==> src/rtl/seq_divider_pkg.sv <==
// Shared definitions for the sequential restoring divider: FSM state encoding,
// operation opcodes and the default operand width.
package seq_divider_pkg;

  localparam int DEFAULT_WIDTH = 32;

  // Opcodes recorded at start so later stages know which flavour of divide runs.
  localparam logic [5:0] DIVU = 6'b011011;
  localparam logic [5:0] DIV  = 6'b011010;

  typedef enum logic [1:0] {
    IDLE = 2'b00,
    RUN  = 2'b01,
    FIX  = 2'b10,
    DONE = 2'b11
  } state_t;

endpackage

==> src/rtl/seq_divider_div_step.sv <==
// One combinational restoring-division iteration: shift {rem, quo} left by one,
// trial-subtract the divisor and keep the difference when it does not go negative.
module div_step
  import seq_divider_pkg::*;
#(
  parameter int WIDTH = DEFAULT_WIDTH
) (
  input  logic [WIDTH-1:0] i_rem,
  input  logic [WIDTH-1:0] i_quo,
  input  logic [WIDTH-1:0] i_divisor,
  output logic [WIDTH-1:0] o_rem,
  output logic [WIDTH-1:0] o_quo
);

  // One extra bit holds the bit shifted out of rem; with a non-zero divisor the
  // partial remainder stays below the divisor, so bit WIDTH of the difference is
  // a reliable sign bit.
  logic [WIDTH:0] w_shifted;
  logic [WIDTH:0] w_diff;
  logic           w_fits;

  assign w_shifted = {i_rem, i_quo[WIDTH-1]};
  assign w_diff    = w_shifted - {1'b0, i_divisor};
  assign w_fits    = ~w_diff[WIDTH];

  assign o_rem = w_fits ? w_diff[WIDTH-1:0] : w_shifted[WIDTH-1:0];
  assign o_quo = {i_quo[WIDTH-2:0], w_fits};

endmodule

==> src/rtl/seq_divider.sv <==
// Multi-cycle signed/unsigned divider. Operands are converted to magnitudes at
// start, divided by WIDTH restoring steps, sign-corrected, then published as
// {remainder, quotient} together with a one-cycle done pulse.
module seq_divider
  import seq_divider_pkg::*;
#(
  parameter int WIDTH = DEFAULT_WIDTH
) (
  input  logic               clk,
  input  logic               reset,
  input  logic               start,
  input  logic               is_signed,
  input  logic [WIDTH-1:0]   dataA,
  input  logic [WIDTH-1:0]   dataB,
  output logic               busy,
  output logic               done,
  output logic               div_by_zero,
  output logic [2*WIDTH-1:0] dataOut
);

  localparam int              CW       = $clog2(WIDTH) + 1;
  localparam logic [CW-1:0]   CNT_ZERO = CW'(0);
  localparam logic [CW-1:0]   CNT_ONE  = CW'(1);
  localparam logic [CW-1:0]   CNT_LAST = CW'(WIDTH - 1);
  localparam logic [WIDTH-1:0] ONE_W   = WIDTH'(1);
  localparam logic [WIDTH-1:0] ZERO_W  = {WIDTH{1'b0}};
  localparam logic [WIDTH-1:0] ONES_W  = {WIDTH{1'b1}};

  // Two's-complement negation within the operand width.
  function automatic logic [WIDTH-1:0] neg(input logic [WIDTH-1:0] v);
    return ~v + ONE_W;
  endfunction

  state_t             r_state;
  state_t             w_next_state;
  logic [CW-1:0]      r_cnt;
  logic [5:0]         r_op;
  logic               r_neg_q;
  logic               r_neg_r;
  logic               r_zero;
  logic [WIDTH-1:0]   r_dividend;
  logic [WIDTH-1:0]   r_divisor;
  logic [WIDTH-1:0]   r_rem;
  logic [WIDTH-1:0]   r_quo;
  logic [WIDTH-1:0]   r_res_q;
  logic [WIDTH-1:0]   r_res_r;
  logic               r_busy;
  logic               r_done;
  logic               r_dbz;
  logic [2*WIDTH-1:0] r_data_out;

  logic [WIDTH-1:0]   w_a_mag;
  logic [WIDTH-1:0]   w_b_mag;
  logic [WIDTH-1:0]   w_step_rem;
  logic [WIDTH-1:0]   w_step_quo;
  logic               w_mode_signed;

  // Magnitudes only differ from the raw operands for negative signed inputs;
  // the most negative value maps to itself, which is its correct unsigned magnitude.
  assign w_a_mag = (is_signed && dataA[WIDTH-1]) ? neg(dataA) : dataA;
  assign w_b_mag = (is_signed && dataB[WIDTH-1]) ? neg(dataB) : dataB;
  assign w_mode_signed = (r_op == DIV);

  div_step #(
    .WIDTH(WIDTH)
  ) u_div_step (
    .i_rem    (r_rem),
    .i_quo    (r_quo),
    .i_divisor(r_divisor),
    .o_rem    (w_step_rem),
    .o_quo    (w_step_quo)
  );

  // State register.
  always_ff @(posedge clk) begin
    if (reset) begin
      r_state <= IDLE;
    end else begin
      r_state <= w_next_state;
    end
  end

  // Next-state logic: RUN lasts WIDTH cycles, FIX and DONE one cycle each.
  always_comb begin
    w_next_state = r_state;
    case (r_state)
      IDLE: begin
        if (start) begin
          w_next_state = RUN;
        end else begin
          w_next_state = IDLE;
        end
      end
      RUN: begin
        if (r_cnt == CNT_LAST) begin
          w_next_state = FIX;
        end else begin
          w_next_state = RUN;
        end
      end
      FIX:     w_next_state = DONE;
      DONE:    w_next_state = IDLE;
      default: w_next_state = IDLE;
    endcase
  end

  // Datapath: latch operands on start, iterate in RUN, sign-correct in FIX.
  always_ff @(posedge clk) begin
    if (reset) begin
      r_cnt      <= CNT_ZERO;
      r_op       <= DIVU;
      r_neg_q    <= 1'b0;
      r_neg_r    <= 1'b0;
      r_zero     <= 1'b0;
      r_dividend <= ZERO_W;
      r_divisor  <= ZERO_W;
      r_rem      <= ZERO_W;
      r_quo      <= ZERO_W;
      r_res_q    <= ZERO_W;
      r_res_r    <= ZERO_W;
    end else begin
      case (r_state)
        IDLE: begin
          if (start) begin
            r_cnt      <= CNT_ZERO;
            r_op       <= is_signed ? DIV : DIVU;
            r_neg_q    <= dataA[WIDTH-1] ^ dataB[WIDTH-1];
            r_neg_r    <= dataA[WIDTH-1];
            r_zero     <= (dataB == ZERO_W);
            r_dividend <= dataA;
            r_divisor  <= w_b_mag;
            r_rem      <= ZERO_W;
            r_quo      <= w_a_mag;
          end
        end
        RUN: begin
          r_rem <= w_step_rem;
          r_quo <= w_step_quo;
          r_cnt <= r_cnt + CNT_ONE;
        end
        FIX: begin
          if (r_zero) begin
            // A zero divisor returns all-ones and the untouched dividend.
            r_res_q <= ONES_W;
            r_res_r <= r_dividend;
          end else begin
            r_res_q <= (w_mode_signed && r_neg_q) ? neg(r_quo) : r_quo;
            r_res_r <= (w_mode_signed && r_neg_r) ? neg(r_rem) : r_rem;
          end
        end
        default: begin
          r_cnt <= r_cnt;
        end
      endcase
    end
  end

  // Registered status and result; dataOut only changes when a result is published.
  always_ff @(posedge clk) begin
    if (reset) begin
      r_busy     <= 1'b0;
      r_done     <= 1'b0;
      r_dbz      <= 1'b0;
      r_data_out <= {(2*WIDTH){1'b0}};
    end else begin
      r_done <= 1'b0;
      r_dbz  <= 1'b0;
      case (r_state)
        IDLE: begin
          if (start) begin
            r_busy <= 1'b1;
          end else begin
            r_busy <= r_busy;
          end
        end
        DONE: begin
          r_busy     <= 1'b0;
          r_done     <= 1'b1;
          r_dbz      <= r_zero;
          r_data_out <= {r_res_r, r_res_q};
        end
        default: begin
          r_busy <= r_busy;
        end
      endcase
    end
  end

  assign busy        = r_busy;
  assign done        = r_done;
  assign div_by_zero = r_dbz;
  assign dataOut     = r_data_out;

endmodule

==> config.mk <==
export PLATFORM = sky130hd
export DESIGN_NAME = seq_divider
export DESIGN_NICKNAME = d
export VERILOG_FILES = /design/src/rtl/seq_divider_pkg.sv /design/src/rtl/seq_divider_div_step.sv /design/src/rtl/seq_divider.sv
export SDC_FILE = /design/constraint.sdc
export NUM_CORES = 1
export LEC_CHECK = 0
export BUFFER_PORTS_ARGS = -buffer_cell sky130_fd_sc_hd__buf_2
export CORE_ASPECT_RATIO = 0.9
export CORE_MARGIN = 4
export CORE_UTILIZATION = 45
export CTS_CLUSTER_DIAMETER = 150
export DETAILED_ROUTE_END_ITERATION = 10
export PLACE_DENSITY = 0.66
export SYNTH_ARGS = -nofsm -noshare
export SYNTH_HDL_FRONTEND = slang
export SYNTH_SLANG_ARGS = --single-unit
==> constraint.sdc <==
create_clock -name clk -period 3 [get_ports clk]
set_clock_uncertainty 0.1 [all_clocks]
set_input_delay 0.3 -clock clk [delete_from_list [all_inputs] [get_ports clk]]
set_output_delay 0.3 -clock clk [all_outputs]
set_load 0.005 [all_outputs]
After elaboration in Yosys (flattened, before gate mapping)
Cells that the tools add are included.
Widths: inputs -> output; s select.
{"block": "op_classes", "add_sub_neg": 6, "n_eq_ne": 6, "mux": 20, "bitwise_logic": 7, "reduce_logical": 12}
{"op": "$mux 32", "count": 9}
{"op": "$add 32x1->32 const B", "count": 4}
{"op": "$not 32->32", "count": 4}
{"op": "$pmux 32 s2", "count": 2}
{"op": "$sub 33x32->33", "count": 1}
{"op": "$logic_not 32->1", "count": 1}
{"op": "$eq 6x5->1 const B", "count": 2}
{"op": "$pmux 6 s2", "count": 1}
{"op": "$pmux 2 s4", "count": 1}
{"op": "$add 6x1->6 const B", "count": 1}
{"op": "$mux 6", "count": 1}
{"op": "$reduce_and 2->1", "count": 3}
{"op": "$eq 2x2->1 const B", "count": 2}
{"op": "$logic_and 1x1->1", "count": 4}
{"op": "$mux 1", "count": 4}
{"op": "$reduce_bool 2->1", "count": 2}
{"op": "$eq 2x1->1 const B", "count": 1}
{"op": "$logic_not 2->1", "count": 1}
{"op": "$mux 2", "count": 1}
{"op": "$ne 2x2->1 const B", "count": 1}
{"op": "$not 1->1", "count": 2}
{"op": "$pmux 1 s2", "count": 1}
{"op": "$reduce_or 2->1", "count": 1}
{"op": "$xor 1x1->1", "count": 1}
{"block": "totals", "regBits": 276, "input_bits": 68, "output_inout_bits": 67, "word_cells": 67}

Depth between registers and ports, before layout
{"block": "logic_depth", "word_depth": 5, "ltp_mapped": 13, "ltp_nobuf": 12}

Cells and area by module
A second synthesis with hierarchy kept.
{"block": "unflattened", "hier_cells": 1834, "hier_area_um2": 14990.6}
{"mod": "seq_divider", "n_inst": 1, "cells_each": 1491, "area_each_um2": 12494.5, "seq_area_each_um2": 5405.2}
{"mod": "div_step", "n_inst": 1, "cells_each": 343, "area_each_um2": 2496.1, "seq_area_each_um2": 0.0}

Worst setup path after synthesis
Ideal clock, no wire load.
{"block": "synth_path", "kind": "reg2reg", "startpoint": "register r_rem[0]", "endpoint": "register r_rem[11]", "setup_time_ns": 0.127, "arrival_ns": 2.673, "required_time_ns": 2.773, "slack_ns": 0.099, "stages_incl_launch_ff": 12, "n_path_buf": 1, "synth_period_minus_slack_ns": 2.901, "cell_sequence": "dfxtp_1 inv_1 fa_1 nand2b_1 a21oi_1 o31ai_1 a211oi_2 nor4_1 nor4_4 buf_2 mux2i_1 o21ai_1"}
{"block": "synth_via", "elab_chain_cells": 3}
{"element": "from (decl)", "line": "seq_divider.sv:43", "text": "logic [WIDTH-1:0] r_rem;"}
{"element": "from (signal assigned)", "line": "seq_divider.sv:137", "text": "r_rem <= w_step_rem;"}
{"element": "$sub 33x32->33", "line": "seq_divider_div_step.sv:23", "text": "assign w_diff = w_shifted - {1'b0, i_divisor};"}
{"element": "$mux 32", "line": "seq_divider_div_step.sv:26", "text": "assign o_rem = w_fits ? w_diff[WIDTH-1:0] : w_shifted[WIDTH-1:0];"}
{"element": "$pmux 32 s2", "line": "seq_divider.sv:122", "text": "case (r_state)"}
No other way between the ends.
A chain may end at the register's enable or synchronous reset.

Final worst setup path
{"block": "layout_path", "startpoint": "register r_quo[31]", "endpoint": "register r_rem[8]"}
{"block": "layout_via", "elab_chain_cells": 3}
{"element": "from (decl)", "line": "seq_divider.sv:44", "text": "logic [WIDTH-1:0] r_quo;"}
{"element": "from (signal assigned)", "line": "seq_divider.sv:133", "text": "r_quo <= w_a_mag;"}
{"element": "from (signal assigned)", "line": "seq_divider.sv:138", "text": "r_quo <= w_step_quo;"}
{"element": "$sub 33x32->33", "line": "seq_divider_div_step.sv:23"}
{"element": "$mux 32", "line": "seq_divider_div_step.sv:26"}
{"element": "$pmux 32 s2", "line": "seq_divider.sv:122"}
No other way between the ends.

==> results.toml <==
[logic_synthesis]
ys_warn_count = 0
synth_enable_flop_cells = 0
syn_nets = 1844
yosysSeqAreaShare_pct = 38.5
ys_ff_latch = 270
synthArstFlopShare_pct = 0
ys_types = 64
syn-instance-count = 1738
syn-mean-instance-area_sq_um = 8.07
syn_area_sq_mm = 0.0140
synth_flop_cell = "dfxtp_1"

[cells_and_area]
fin_area_sq_mm = 0.0174
diodes = 0
syn2layout_area_growth_pct = 23.8
fin_nets = 2046
final_common_cell = "dfxtp_1"
drive_gt1_share_pct = 17.7
nFillCells = 2877
final_cell_mix = "dfxtp_1 (266), nand2_1 (250), a21oi_1 (171), nor2_1 (147), buf_2 (133)"

[global_route]
grt_pass1_wl_um = 64500
grt_max_degree = 127
grt_overflow_total = 0
antenna_found_initial = 0
grt_pass1_vias = 12100
grt_usage_pct = 22.5

[sta]
slew_violations = 0
setup_violations = 0
max_freq_ghz = 0.339
rsz0062_at_grt = "yes"
min_period_ns = 2.95
setup_tns_ns = 0
timing.final.crit_share_pct = 98.4
max-slew-margin-rel_pct = 27.9
worst_slew_pin_slew_ns = 1.08
hold_violations = 0

[worst_setup_path]
cp_max_fo = 7
worstPathArrival_ns = 3.28
endpoint = "r_rem[8]"
cp_slowest_stage_delay_ns = 0.33
cp_cell_sequence = "inv_2 -> ha_4 -> fa_2 -> nand2b_4 -> a21oi_4 -> o31ai_4 -> a211oi_2 -> nor4_2 -> nor4_4 -> buf_6 -> buf_12 -> mux2i_2 -> a211oi_2"
startpoint = "r_quo[31]"
worstReg2RegEnd = "r_rem[8]"
cp-end-kind = "flop"
startpoint_type = "flop"
cp_slowest_cell = "dfxtp_2"
r2r_setup_slack_ns = 0.05
cp_common_cell = "a211oi_2"
reg2reg_depth = 13
critPathKind = "flop to flop"
rr_startpoint = "r_quo[31]"
crit_required_ns = 3.32

[die]
die_h_um = 175
core_sq_mm = 0.0308
ioPinCount = 135
start_util_pct = 45.5
dieWidth_um = 194
rows = 61
dieArea_sq_mm = 0.0341

[routing]
ant_nets = 0
drc_errors = 0
drt_iter0_markers = 1190
routedWlPerCell_um = 17.2
totalWireLength_um = 40800
vias = 13100
via_per_inst = 5.54
dr.pass1.iters = 5

[cts]
numCtsBuffers = 29
cts_sinks = 270
cts_max_level = 1
clock_latency_ns = 0.57
cts_tree = "built"
clkTransAtPathRegs_ns = 0.06
cts_root_buffer = "clkbuf_16"
clockBufferDepth = 3

[power]
leakage_nw = 6.92
p_per_area_mw_per_mm2 = 531
peakVddDrop_mv = 0.416

[min_path]
hold_path.class = "input pin to flop"

[run_status]
outcome = "finished clean"

[placement]
dpl_cell_area_sq_mm = 0.0156
place.gp.congestion = 0.920
dpl.hpwl_um = 29600
io_buffers = 134

[run]
maxCapViolCount = 0
-- worst min path at each step --
stage,slack [ns],cells past startpoint,start,end
after floorplan,0.33,2,r_res_r[18],r_res_r[18]
after global placement,0.34,2,r_divisor[11],r_divisor[11]
after detailed placement,0.35,2,r_dividend[28],r_dividend[28]
after CTS,0.003,3,dataB[17],r_divisor[17]
after global routing,0.04,3,dataB[17],r_divisor[17]
final,0.01,3,dataB[8],r_divisor[8]
-- repair_timing --
item / CTS / global route
cloned: 1 / 2
endpoints found under the setup margin: 27 / 41
setup buffers: 2 / 3
hold buffers: 47 / 0
pin swaps: 3 / 11
resized for setup: 11 / 51
hold endpoints to repair: 58 / 0
-- cell families after synthesis --
| logic type | synth area share (%) |
|---|---|
| mux | 2.07 |
| compound gates | 24.6 |
| xor+xnor | 8.74 |
| simple gates | 17.7 |
| fa+ha+maj | 3.44 |
| flops | 38.5 |
| buf+inv | 4.84 |
-- metrics by stage --
step           total power [W]  std cells  hold slack [ns]  util, %  setup WS (ns)
2_1_floorplan          0.00503       1738            0.332        -         0.0994
3_3_place_gp           0.00558       2263            0.340     50.5        -0.0610
3_5_place_dp           0.00561       2263            0.348     50.5         -0.113
4_1_cts                0.00919       2367          0.00291     55.3        -0.0351
5_1_grt                0.00963       2372           0.0383     56.3        -0.0529
6_report               0.00921       2372           0.0141     56.3         0.0469
-- worst max-delay path: cells and delay by family, from the launching register on --
kind                       cells  cell delay, ns
adders and majority gates      2            0.48
buffers and inverters          3            0.36
muxes                          1            0.25
and+or+nand+nor                3            0.58
DFF                            1            0.33
AOI/OAI and AO/OA              4            0.68
-- layer usage --
| layer | wire, um | track usage, % |
|---|---|---|
| met3 | 2550 | 2.76 |
| met1 | 19600 | 33.5 |
| met4 | 998 | 5.07 |
| met5 | 0 | 0 |
| met2 | 17700 | 35.1 |
-- flip-flops by register name, summed over array words and instances, names as in the netlist, named ones only --
register / count
r_cnt: 6
r_dividend: 31
div_by_zero: 1
r_neg_r: 1
r_divisor: 32
r_zero: 1
r_state: 1
done: 1
r_rem: 32
busy: 1
r_res_q: 32
r_quo: 32
r_op: 1
r_res_r: 32
r_neg_q: 1
dataOut: 64
-- power breakdown --
part	switching (W)	internal, W
Clock	0.00150	0.00200
Combinational	0.00107	0.000805
Sequential	0.000117	0.00371
-- layout make-up --
cell class | instances | area (sq um) | area share, %
inverter | 61 | 229 | 1.32
clock buffer | 39 | 813 | 4.68
sequential | 270 | 5410 | 31.2
tap | 409 | 512 | 2.95
multi-input combinational | 1294 | 8220 | 47.4
timing repair buffer | 284 | 2050 | 11.8
clock inverter | 15 | 131 | 0.757
-- cell usage after synthesis, drive strengths merged, types with 3 or more instances --
master,count,share of area (%)
a2111oi,3,0.20
a211o,3,0.19
a211oi,41,2.2
a21o,10,0.54
a21oi,178,6.4
a22o,68,4.2
a22oi,29,1.6
a311oi,6,0.37
a31oi,14,0.62
and2,10,0.45
and3,11,0.49
buf,15,0.59
clkbuf,98,2.6
dfxtp,270,39
ha,37,3.3
inv,61,1.6
mux2i,29,2.1
nand2,252,6.8
nand2b,13,0.58
nand3,13,0.46
nand3b,6,0.35
nand4,4,0.18
nor2,149,4.0
nor2b,9,0.40
nor3,38,1.4
nor3b,4,0.21
nor4,19,1.3
o211ai,8,0.43
o21a,8,0.43
o21ai,103,3.7
o21bai,4,0.21
o22ai,26,1.2
o31ai,16,0.89
o41ai,11,0.74
or3,5,0.22
or4,11,0.64
xnor2,67,4.2
xor2,73,4.6
(Power assumes the default switching activity.)
